--- src/rtl/traffic_pkg.sv ---
// Shared definitions for the traffic-light controller family:
// the key debounce state encoding and the default system clock rate.
package traffic_pkg;

  localparam int unsigned CLK_HZ_DEFAULT          = 32'd50_000_000;
  localparam int unsigned DEBOUNCE_CYCLES_DEFAULT = 32'd1_000_000;
  localparam int unsigned AUTO_PERIOD_S_DEFAULT   = 32'd5;

  typedef enum logic [1:0] {
    IDLE         = 2'd0,
    PRESS_WAIT   = 2'd1,
    PRESSED      = 2'd2,
    RELEASE_WAIT = 2'd3
  } db_state_e;

  // Width of a counter that must hold 0..n-1; never narrower than one bit.
  function automatic int unsigned cnt_width(input int unsigned n);
    return (n > 32'd1) ? $clog2(n) : 32'd1;
  endfunction

endpackage

--- src/rtl/key_debounce.sv ---
// Two-flop synchronizer plus press/release debounce FSM for an active-low key.
// Emits one btn_pulse per accepted press; releases never pulse.
module key_debounce
  import traffic_pkg::*;
#(
  parameter int unsigned DEBOUNCE_CYCLES = DEBOUNCE_CYCLES_DEFAULT
) (
  input  logic clk,
  input  logic reset,
  input  logic key_n,
  output logic btn_pulse
);

  localparam int unsigned    CW       = cnt_width(DEBOUNCE_CYCLES);
  // The transition fires on the edge where db_cnt would step to DEBOUNCE_CYCLES-1,
  // so a stable level is accepted after exactly DEBOUNCE_CYCLES samples.
  localparam logic [CW-1:0]  CNT_LAST = CW'(DEBOUNCE_CYCLES - 32'd2);

  logic            sync1_q;
  logic            sync2_q;
  logic            key_s;
  db_state_e       state_q;
  logic [CW-1:0]   db_cnt_q;
  logic            btn_pulse_q;

  assign key_s = sync2_q;

  // Synchronizer, debounce FSM and registered press pulse
  always_ff @(posedge clk) begin
    if (reset) begin
      sync1_q     <= 1'b1;
      sync2_q     <= 1'b1;
      state_q     <= IDLE;
      db_cnt_q    <= '0;
      btn_pulse_q <= 1'b0;
    end else begin
      sync1_q     <= key_n;
      sync2_q     <= sync1_q;
      btn_pulse_q <= 1'b0;
      case (state_q)
        IDLE: begin
          db_cnt_q <= '0;
          if (!key_s) begin
            state_q <= PRESS_WAIT;
          end else begin
            state_q <= IDLE;
          end
        end
        PRESS_WAIT: begin
          if (key_s) begin
            state_q  <= IDLE;
            db_cnt_q <= '0;
          end else if (db_cnt_q == CNT_LAST) begin
            state_q     <= PRESSED;
            db_cnt_q    <= '0;
            btn_pulse_q <= 1'b1;
          end else begin
            db_cnt_q <= db_cnt_q + CW'(1);
          end
        end
        PRESSED: begin
          db_cnt_q <= '0;
          if (key_s) begin
            state_q <= RELEASE_WAIT;
          end else begin
            state_q <= PRESSED;
          end
        end
        RELEASE_WAIT: begin
          if (!key_s) begin
            state_q  <= PRESSED;
            db_cnt_q <= '0;
          end else if (db_cnt_q == CNT_LAST) begin
            state_q  <= IDLE;
            db_cnt_q <= '0;
          end else begin
            db_cnt_q <= db_cnt_q + CW'(1);
          end
        end
        default: begin
          state_q  <= IDLE;
          db_cnt_q <= '0;
        end
      endcase
    end
  end

  assign btn_pulse = btn_pulse_q;

endmodule

--- src/rtl/traffic_change_gen.sv ---
// Change-request generator: merges debounced key presses with a periodic
// auto timer into a single-cycle change pulse; exports 1 Hz tick and seconds left.
module traffic_change_gen
  import traffic_pkg::*;
#(
  parameter int unsigned CLK_HZ          = CLK_HZ_DEFAULT,
  parameter int unsigned DEBOUNCE_CYCLES = DEBOUNCE_CYCLES_DEFAULT,
  parameter int unsigned AUTO_PERIOD_S   = AUTO_PERIOD_S_DEFAULT
) (
  input  logic                               clk,
  input  logic                               reset,
  input  logic                               key_n,
  input  logic                               auto_en,
  output logic                               change,
  output logic                               tick_1hz,
  output logic [$clog2(AUTO_PERIOD_S+1)-1:0] sec_left
);

  localparam int unsigned   PW       = cnt_width(CLK_HZ);
  localparam int unsigned   AW       = cnt_width(AUTO_PERIOD_S);
  localparam int unsigned   SW       = $clog2(AUTO_PERIOD_S + 32'd1);
  localparam logic [PW-1:0] PRE_LAST = PW'(CLK_HZ - 32'd1);
  localparam logic [AW-1:0] SEC_LAST = AW'(AUTO_PERIOD_S - 32'd1);
  localparam logic [SW-1:0] SEC_FULL = SW'(AUTO_PERIOD_S);

  logic          btn_pulse_s;
  logic          auto_pulse_s;

  logic [PW-1:0] pre_cnt_q,  pre_cnt_d;
  logic          tick_q,     tick_d;
  logic [AW-1:0] sec_cnt_q,  sec_cnt_d;
  logic [SW-1:0] sec_left_q, sec_left_d;
  logic          change_q,   change_d;

  key_debounce #(
    .DEBOUNCE_CYCLES (DEBOUNCE_CYCLES)
  ) u_key_debounce (
    .clk       (clk),
    .reset     (reset),
    .key_n     (key_n),
    .btn_pulse (btn_pulse_s)
  );

  // Next-state for prescaler, auto timer and the output pulse
  always_comb begin
    tick_d = (pre_cnt_q == PRE_LAST);
    if (tick_d) begin
      pre_cnt_d = '0;
    end else begin
      pre_cnt_d = pre_cnt_q + PW'(1);
    end

    auto_pulse_s = auto_en & tick_q & (sec_cnt_q == SEC_LAST);

    // A manual press restarts the period so the next auto change is a full period away.
    if (!auto_en || btn_pulse_s || auto_pulse_s) begin
      sec_cnt_d = '0;
    end else if (tick_q) begin
      sec_cnt_d = sec_cnt_q + AW'(1);
    end else begin
      sec_cnt_d = sec_cnt_q;
    end

    sec_left_d = SEC_FULL - SW'(sec_cnt_d);

    // Back-to-back sources (auto then press next cycle) collapse into one pulse.
    change_d = (btn_pulse_s | auto_pulse_s) & ~change_q;
  end

  // State and output registers
  always_ff @(posedge clk) begin
    if (reset) begin
      pre_cnt_q  <= '0;
      tick_q     <= 1'b0;
      sec_cnt_q  <= '0;
      sec_left_q <= SEC_FULL;
      change_q   <= 1'b0;
    end else begin
      pre_cnt_q  <= pre_cnt_d;
      tick_q     <= tick_d;
      sec_cnt_q  <= sec_cnt_d;
      sec_left_q <= sec_left_d;
      change_q   <= change_d;
    end
  end

  assign change   = change_q;
  assign tick_1hz = tick_q;
  assign sec_left = sec_left_q;

endmodule

--- config.mk ---
export PLATFORM = sky130hd
export DESIGN_NAME = traffic_change_gen
export DESIGN_NICKNAME = d
export VERILOG_FILES = /design/src/rtl/traffic_pkg.sv /design/src/rtl/key_debounce.sv /design/src/rtl/traffic_change_gen.sv
export SDC_FILE = /design/constraint.sdc
export NUM_CORES = 1
export LEC_CHECK = 0
export ABC_AREA = 1
export CAP_MARGIN = 20
export CORE_UTILIZATION = 55
export DETAILED_ROUTE_END_ITERATION = 8
export GPL_ROUTABILITY_DRIVEN = 1
export PLACE_DENSITY = 0.75
export SETUP_SLACK_MARGIN = 0.15
export SLEW_MARGIN = 0
export SYNTH_ARGS = -nofsm -noshare
export SYNTH_HDL_FRONTEND = slang
export SYNTH_SLANG_ARGS = --single-unit
export TNS_END_PERCENT = 20
--- constraint.sdc ---
create_clock -name clk -period 1.5 [get_ports clk]
set_input_delay 0.3 -clock clk [delete_from_list [all_inputs] [get_ports clk]]
set_output_delay 0.3 -clock clk [all_outputs]
set_load 0.01 [all_outputs]
==> Yosys cells after proc, flatten, opt, wreduce, memory -nomap -nowiden <==
Cells that the tools add are included.
{ "totals": {"ff_bits": 59, "inputBits": 4, "output_inout_bits": 5, "elab_cells": 50} }
{ "op_classes": {"add_sub_neg": 4, "n_eq_ne": 8, "n_mux": 14, "bitwise_logic": 6, "reduce_logical": 8} }
{ "ops": {"columns": ["cell", "count"], "rows": [
  ["20-bit two-way mux", 3],
  ["20-bit case mux with 3 select lines", 1],
  ["26-bit by 1-bit adder with 26-bit output (second input constant)", 1],
  ["26-bit == test (second input constant)", 1],
  ["20-bit by 1-bit adder with 20-bit output (second input constant)", 1],
  ["20-bit == test (second input constant)", 1],
  ["2-bit two-way mux", 4],
  ["2-bit case mux with 4 select lines", 1],
  ["3-bit two-way mux", 2],
  ["2-bit == test (second input constant)", 2],
  ["2-bit OR reduction", 2],
  ["3-bit by 1-bit adder with 3-bit output (second input constant)", 1],
  ["1-bit bitwise AND", 3],
  ["3-bit == test (second input constant)", 1],
  ["1-bit two-way mux", 3],
  ["3-bit by 1-bit != test with 1-bit output (second input constant)", 1],
  ["3-bit != test (second input constant)", 1],
  ["3-bit OR reduction", 1],
  ["3-bit subtractor (first input constant)", 1],
  ["2-bit by 1-bit == test with 1-bit output (second input constant)", 1],
  ["2-bit logical NOT", 1],
  ["1-bit logical OR", 2],
  ["1-bit inverter", 2],
  ["2-bit AND reduction", 1],
  ["other kinds (2)", 2]
]} }

==> Logic depth before layout (Yosys ltp) <==
Gate-level depths: netlist (run 1).
{ "logic_depth": {"depth_word": 5, "ltp_mapped": 9} }

==> Cells and area by module <==
From an unflattened synthesis (run 1), not the netlist that was laid out.
{ "unflattened": {"hier_cells": 452, "area_unflattened_um2": 3201.8} }
{ "by_module_without_submodules": {"columns": ["mod", "n_inst", "cells_each", "area_per_inst_um2", "seq_area_each_um2"], "rows": [
  ["traffic_change_gen", 1, 265, 1794.2, 660.6],
  ["key_debounce", 1, 187, 1407.6, 500.5]
]} }

==> Least setup slack after synthesis (run 1) <==
OpenSTA, ideal clock, no wires.
{ "synth_timing": {"kind": "register -> register", "start": "register pre_cnt_q[0]", "end": "register pre_cnt_q[13]", "t_arrival_ns": 1.293, "t_required_ns": 1.385, "slack_ns": 0.093, "stages_incl_launch_ff": 10, "n_path_buf": 1, "synth_period_minus_slack_ns": 1.407, "cell_sequence": "dfxtp_1 -> ha_1 -> nand3_2 -> nor2_4 -> inv_2 -> nor2_2 -> nand2_2 -> nand2_4 -> buf_6 -> nor2_1"} }
{ "synth_between": {"elab_chain_len": 2} }
{ "synth_rtl": {"columns": ["element", "line_no", "rtl"], "rows": [
  ["start: declaration", "traffic_change_gen.sv:29", "logic [PW-1:0] pre_cnt_q, pre_cnt_d;"],
  ["start signal: assignment", "traffic_change_gen.sv:79", "pre_cnt_q <= pre_cnt_d;"],
  ["parallel branches: the longest is 2 deep, another holds 26-bit by 1-bit adder with 26-bit output", null, null]
]} }
Several ways; the timed one is not identified.
A chain may end at the register's enable or synchronous reset.

==> Worst setup path in the final report (run 1) <==
{ "layout_timing": {"start": "register pre_cnt_q[0]", "end": "register pre_cnt_q[4]"} }
Same word-level chain as after synthesis.

==> results of run 1 <==
==> path summary, 6_finish.rpt <==
kind,startpoint,to,slack (ns)
hold / removal,change$_SDFF_PP0_,change$_SDFF_PP0_,0.42
setup / recovery,pre_cnt_q[0]$_SDFF_PP0_,pre_cnt_q[4]$_SDFF_PP0_,0.15
hold reg to reg,change$_SDFF_PP0_,change$_SDFF_PP0_,0.42
setup reg to reg,pre_cnt_q[0]$_SDFF_PP0_,pre_cnt_q[4]$_SDFF_PP0_,0.15
==> per-layer routing <==
metal  GRT usage, %  wire length, µm  share of wire [%]
met4          12.58              146                2.3
met3          4.016              224                3.5
met5              0                0                  0
met2          40.54             3091                 48
met1          29.67             2996                 46
==> area by class of cell <==
cell class / count / area (µm²)
well taps: 70 / 87.58
inverters: 45 / 171.4
multi-input cells: 324 / 1720
flip-flops and latches: 58 / 1189
clock inverters: 7 / 93.84
fillers: 431 / 1469
clock buffers: 9 / 123.9
repair buffers: 34 / 285.3
==> registers in the layout (all words and copies together) (netlist names), named ones only <==
register / cells
pre_cnt_q: 26
u_key_debounce.db_cnt_q: 20
sec_cnt_q: 3
sec_left: 2
change: 1
tick_1hz: 1
u_key_debounce.btn_pulse: 1
u_key_debounce.key_s: 1
u_key_debounce.state_q: 1
u_key_debounce.sync1_q: 1
==> metrics by stage <==
| stage | hold slack, ns | cells | setup TNS (ns) | cell area [µm²] |
|---|---|---|---|---|
| finish | 0.4173 | 547 | 0 | 3671 |
| global route | 0.4372 | 547 | 0 | 3671 |
| CTS | 0.4183 | 539 | 0 | 3490 |
| detailed placement | 0.4007 | 521 | -0.6019 | 3227 |
| global placement | 0.3986 | 521 | -0.1733 | 3227 |
| floorplan | 0.3724 | 431 | 0 | 2962 |
==> worst reg2reg max path: cells and delay by family, from the launching register on <==
family	cells	cell delay, ns
fa+ha+maj	1	0.15
simple gates	6	0.67
flops	1	0.36
buf+inv	1	0.05
==> power by group through the flow <==
stage,combinational (mW),sequential (mW),clock [mW]
2_1_floorplan,0.0379,1.59,0
3_3_place_gp,0.0522,1.60,0
3_5_place_dp,0.0537,1.60,0
4_1_cts,0.0540,1.56,1.62
5_1_grt,0.0637,1.56,1.67
6_report,0.0563,1.56,1.59
==> placed cells by master, fill, tap and decap left out, types with 3 or more instances in the layout <==
cell type	synthesis	layout
dfxtp_2	0	16
xnor2_1	10	10
nor2_1	103	98
ha_4	0	4
nor2_2	4	5
nand3_1	18	15
o21ai_0	5	4
dfxtp_1	58	40
a21oi_1	18	16
nand2_1	106	101
nand3b_1	8	8
nand4_1	7	7
xor2_1	10	9
inv_1	44	41
nand2_2	5	9
buf_4	1	24
nand3_2	2	4
dlygate4sd2_1	0	5
nor3_1	7	7
or2_2	4	4
inv_2	1	3
clkbuf_8	0	9
nor2_4	5	9
clkdlybuf4s50_1	0	3
==> cells by family (layout without fill, tap and decap cells) <==
| group | count (synthesis) | in the layout | share of synthesized area [%] |
|---|---|---|---|
| compound gates | 26 | 26 | 4.598 |
| xor+xnor | 20 | 20 | 5.960 |
| fa+ha+maj | 5 | 5 | 2.129 |
| buf+inv | 49 | 95 | 6.939 |
| flops | 58 | 58 | 39.51 |
| simple gates | 273 | 273 | 40.87 |
==> repair_timing <==
item / CTS / global route
setup endpoints to repair: 43 / 53
buffers inserted: 2 / 8
pin swaps: 9 / 22
resized for setup: 18 / 38
cloned: 0 / 0
hold buffers: 0 / 0
==> flow_metrics.tcl, run 1 <==
set metrics [dict create \
    status "finished, final reports clean" \
    worstSetupPathType "flop to flop" \
    slowest_stage "dfxtp_2" \
    overflow 0 \
    yosys.cell_types.count 28 \
    worstPathMaxFanout 26 \
    finish.utilization_pct 71.42 \
    insertion_delay_ns 0.35 \
    postSynthCellCount 431 \
    path_clk_slew_ns 0.07 \
    clkSinkCount 58 \
    finalSetupViolCount 0 \
    leakagePower_nw 1.263 \
    fin_crit_sh_pct 90.15 \
    ys_seq_elements 58 \
    start_util_pct 57.18 \
    synth_top_area_share_pct 39.51 \
    antenna_found_initial 0 \
    worst_pin_slew_ns 0.2601 \
    die_w_um 75.10 \
    final_max_slew_viol_count 0 \
    core-area_um2 5140 \
    final.setup.worst_slack_ns 0.1477 \
    combPwrFrac_pct 1.8 \
    placementRows 26 \
    num_vias 2697 \
    total_power_mw 3.207 \
    syn_nets 440 \
    seq_area_frac_synth_pct 39.51 \
    clock_path_buffers 2 \
    syn_area_um2 2939 \
    path_cells "ha_4, nand3_4, nor2_4, inv_2, nor2_2, nand2_2, nand2_8, nor2_1" \
    pre_cts_ws_ns -0.1350 \
    slew_headroom_pct 82.60 \
    yosys-top-cells-area "dfxtp_1, nand2_1, nor2_1, inv_1, a21oi_1" \
    required_ns 1.72 \
    ys_warn_count 0 \
    power.internal_mw 2.504 \
    critPathMaxStageDelay_ns 0.36 \
    drc_errors 0 \
    async_reset_ff_share_pct 0 \
    yosys-top-cells-count "nand2_1, nor2_1, dfxtp_1" \
    power_frac_clock_pct 49.7 \
    rsz0062_at_grt "true" \
    via_per_inst 4.931 \
    drive_above_1_share_pct 22.01 \
    htreeDepth 3 \
    p_sw_share_pct 21.93 \
    dp_hpwl_mm 4.458 \
    reg2reg_depth 8 \
    power.density_nw_per_um2 873.7 \
    grt_pass1_vias 2379 \
    crit_arrival_ns 1.58 \
    yosysMostFrequentCell "nand2_1" \
    worst_hold_path_type "flop to flop" \
    worst_clock_skew_ns 0.01363 \
    ios 9 \
    synth_area_leader_cell "dfxtp_1" \
    root_buffer "clkbuf_8" \
    gp_congestion 0.9147 \
    p_seq_share_pct 48.6 \
    drtIter0Drc 204 \
    final-hold-violation-count 0 \
    grt_usage_pct 24.12 \
    antennaDiodeCount 0 \
    vdd_drop_max_v 0.0006352 \
    cts_tree "built" \
    cp_num_buf_inv 1 \
    layout.nets 481 \
    path_depth 8 \
    path_delay_family "simple AND/OR/NAND/NOR gates" \
    syn_avg_cell_area_um2 6.819 \
    die_y_um 75.10 \
    ant_nets 0 \
    synth_ff_type "dfxtp_1" \
    die-area_um2 5640 \
    crit_path_start_kind "flop" \
    synth-edff-count 0 \
    cap_violations 0 \
    drt-pass1-iter-count 4 \
    grt_pass1_wl_mm 10.04 \
    p_switching_mw 0.7034 \
    wl_per_cell_um 11.80 \
    min_period_ns 1.352 \
    syn2layout_area_growth_pct 24.90 \
    totalWireLength_mm 6.457 \
    holdPathStages 1 \
    worstSetupEndpointType "flop" \
    port_buffers 8 \
    max_freq_mhz 739.5 \
    cts_buffers 9 \
    grt_max_degree 27 \
]
Note: power is estimated with default switching activity, not from simulation.
==> run 2: changes to the inputs <==
Settings changed: SLEW_MARGIN 0 to 20.
==> results of run 2 <==
The final DEF is identical to that of run 1; final timing and power are the same.
==> run 3: changes to the inputs <==
Settings changed: ABC_AREA 1 to 0, CORE_UTILIZATION 55 to 54, PLACE_DENSITY 0.75 to 0.74.
==> run 3 against run 2 <==
The flow now finishes with violations (negative setup slack). Critical endpoint is now pre_cnt_q[23]$_SDFF_PP0_. Highest routed layer unchanged. Largest power group unchanged. Register-to-register slack lost 0.38 ns. Via count is 10% lower. Core utilization grew 5.1 points. Sequential cell count unchanged. Sequential power about the same. Die area is 8.8% lower. Clock power is 11% higher. Synthesized cell count shrank 32%.
==> flow_metrics.tcl, run 3 <==
set metrics [dict create \
    yosys-top-cells-count "dfxtp_1, nor2_1, nand3_1" \
    die-area_um2 5144 \
    worstPathMaxFanout 6 \
    synth_ff_type "dfxtp_1" \
    async_reset_ff_share_pct 0 \
    crit_path_start_kind "flop" \
    fin_crit_sh_pct 115.7 \
    clkSinkCount 58 \
    vdd_drop_max_v 0.0005982 \
    syn2layout_area_growth_pct 36.70 \
    holdPathStages 1 \
    htreeDepth 3 \
    wl_per_cell_um 13.69 \
    power.density_nw_per_um2 945.6 \
    p_seq_share_pct 45.8 \
    synth_top_area_share_pct 44.23 \
    holdBufCountCts 0 \
    cts_buffers 9 \
    layout.nets 380 \
    placementRows 25 \
    ant_nets 0 \
    r2r-end "pre_cnt_q[23]$_SDFF_PP0_" \
    stdcell_count 430 \
    insertion_delay_ns 0.34 \
    path_clk_slew_ns 0.07 \
    final_cell_mix "buf_4, dfxtp_1, nor2_1" \
    total_power_mw 3.393 \
    worst_pin_slew_ns 0.3339 \
    finalSetupViolCount 49 \
    syn_nets 300 \
    totalWireLength_mm 5.886 \
    max_freq_mhz 576.1 \
    syn_avg_cell_area_um2 9.021 \
    reg2reg_depth 5 \
    clock_path_buffers 2 \
    grt_max_degree 19 \
    final_max_slew_viol_count 0 \
    worst_clock_skew_ns 0.005148 \
    worst_hold_path_type "flop to flop" \
    rsz0062_at_grt "true" \
    p_switching_mw 0.7018 \
    drive_above_1_share_pct 30.85 \
    largestRegisters "pre_cnt_q (26), u_key_debounce.db_cnt_q (20), sec_cnt_q (3)" \
    reg2reg_setup_slack_ns -0.24 \
    status "finished, violations left" \
    port_buffers 8 \
    gp_congestion 0.8900 \
    slew_headroom_pct 77.54 \
    crit_arrival_ns 1.95 \
    worstSetupPathType "flop to flop" \
    cts_tree "built" \
    grt_usage_pct 23.85 \
    drtIter0Drc 117 \
    reg2reg_from "pre_cnt_q[24]$_SDFF_PP0_" \
    regMostFlops "pre_cnt_q" \
    min_period_ns 1.736 \
    worstSetupEndpointType "flop" \
    cts_setup_buffers 0 \
    combPwrFrac_pct 2.2 \
    root_buffer "clkbuf_8" \
    die_w_um 71.72 \
    ys_seq_elements 58 \
    via_per_inst 5.616 \
    dpl.cell_count 412 \
    dp_hpwl_mm 3.974 \
    leakagePower_nw 1.414 \
    core-area_um2 4692 \
    power.internal_mw 2.692 \
    layout_commonest_cell "buf_4" \
    drc_errors 0 \
    final.setup.worst_slack_ns -0.2359 \
    power_frac_clock_pct 51.9 \
    start_util_pct 55.95 \
    seq_area_frac_synth_pct 44.23 \
    hp-start "u_key_debounce.sync1_q$_SDFF_PP1_" \
    die_y_um 71.72 \
    yosys-top-cells-area "dfxtp_1, xor2_1, nand3_1, a21oi_1, nor2_1" \
    ys_warn_count 0 \
    fin_area_um2 3588 \
    synth-edff-count 0 \
    drt-pass1-iter-count 4 \
    p_sw_share_pct 20.68 \
    required_ns 1.71 \
    synth_area_leader_cell "dfxtp_1" \
    antennaDiodeCount 0 \
    dpl-instance-area_um2 3268 \
    worstHoldEndpoint "u_key_debounce.key_s$_SDFF_PP1_" \
    tns_ns -9.919 \
    yosys.cell_types.count 39 \
    postSynthCellCount 291 \
    violations "negative setup slack" \
    grt_pass1_vias 2236 \
    ios 9 \
    syn_area_um2 2625 \
    cap_violations 0 \
    largest_reg_flops 26 \
    final-hold-violation-count 0 \
    overflow 0 \
    yosysMostFrequentCell "dfxtp_1" \
    antenna_found_initial 0 \
    num_vias 2415 \
    grt_pass1_wl_mm 9.535 \
]
## run 3: cell types whose count changed after synthesis, moves of 6 or more
| cell | before | now |
|---|---|---|
| inv_1 | 44 | 7 |
| xor2_1 | 10 | 17 |
| or4_1 | 0 | 11 |
| o31ai_1 | 0 | 11 |
| buf_2 | 1 | 7 |
| nand3_1 | 18 | 24 |
| nand2_1 | 106 | 15 |
| and3_1 | 1 | 8 |
| or3_1 | 0 | 8 |
| nand4_1 | 7 | 13 |
| nand3b_1 | 8 | 0 |
| nor2_1 | 103 | 29 |
## run 3: worst max path at each step
stage                                               start                                     end  slack (ns)  cells past startpoint
floorplan                        pre_cnt_q[24]$_SDFF_PP0_                pre_cnt_q[25]$_SDFF_PP0_       -0.18                      5
global placement    u_key_debounce.db_cnt_q[0]$_SDFF_PP0_   u_key_debounce.db_cnt_q[6]$_SDFF_PP0_       -0.26                      7
detailed placement  u_key_debounce.db_cnt_q[0]$_SDFF_PP0_   u_key_debounce.db_cnt_q[3]$_SDFF_PP0_       -0.29                      7
CTS                 u_key_debounce.db_cnt_q[7]$_SDFF_PP0_   u_key_debounce.db_cnt_q[3]$_SDFF_PP0_       -0.23                      6
global route        u_key_debounce.db_cnt_q[7]$_SDFF_PP0_  u_key_debounce.db_cnt_q[18]$_SDFF_PP0_       -0.31                      6
finish                           pre_cnt_q[24]$_SDFF_PP0_                pre_cnt_q[23]$_SDFF_PP0_       -0.24                      5
## run 3: power groups by stage
stage / Clock [mW] / Sequential [mW] / Combinational, mW
5_1_grt: 1.84 / 1.55 / 0.0842
4_1_cts: 1.78 / 1.55 / 0.0749
3_3_place_gp: 0 / 1.59 / 0.0719
3_5_place_dp: 0 / 1.59 / 0.0740
2_1_floorplan: 0 / 1.59 / 0.0346
6_report: 1.76 / 1.56 / 0.0757
## run 3: logic make-up (layout without fill, tap and decap cells)
logic type / count (synthesis) / count (layout) / share of synthesized area [%]
AND/OR/NAND/NOR: 135 / 135 / 29.74
flip-flops: 58 / 58 / 44.23
AO/OA/AOI/OAI: 46 / 46 / 10.49
XOR/XNOR: 27 / 27 / 9.008
buffers and inverters: 19 / 104 / 3.766
adder cells (fa/ha/maj): 5 / 5 / 2.383
multiplexers: 1 / 1 / 0.3813
## run 3: worst max-delay path, cell delays in order, from the launching register on
cell	delay, ns
dfxtp_2	0.32
or4b_4	0.54
nor4_4	0.28
a41o_2	0.26
buf_4	0.15
a21oi_1	0.06
## run 3: layout make-up
| type | count | area [µm²] |
|---|---|---|
| Tap cell | 54 | 67.56 |
| Fill cell | 304 | 1104 |
| Sequential cell | 58 | 1169 |
| Inverter | 7 | 26.28 |
| Multi-Input combinational cell | 214 | 1430 |
| Timing Repair Buffer | 81 | 654.4 |
| Clock buffer | 9 | 123.9 |
| Clock inverter | 7 | 117.6 |
## run 3: per-layer routing
layer  GRT usage, %  routed length [µm]  vias to the layer above
met5              0                   0                        -
met4          10.02                 129                        0
met3          6.751                 317                       14
met2          39.41                2717                       50
met1          29.12                2721                     1122
li1               -                   -                     1229
## run 3: per-stage QoR
step | setup slack, ns | utilization (%) | hold WS [ns]
after detailed placement | -0.2895 | 69.65 | 0.4017
after floorplan | -0.1818 | - | 0.3895
after global routing | -0.3121 | 76.48 | 0.4288
after CTS | -0.2293 | 75.15 | 0.4215
final | -0.2359 | 76.48 | 0.4176
after global placement | -0.2637 | 69.65 | 0.4012
## run 3: repair_timing
action / CTS / global route
gates resized for setup: 13 / 12
pin swaps: 1 / 4
setup endpoints to repair: 56 / 53
gates cloned: 0 / 2
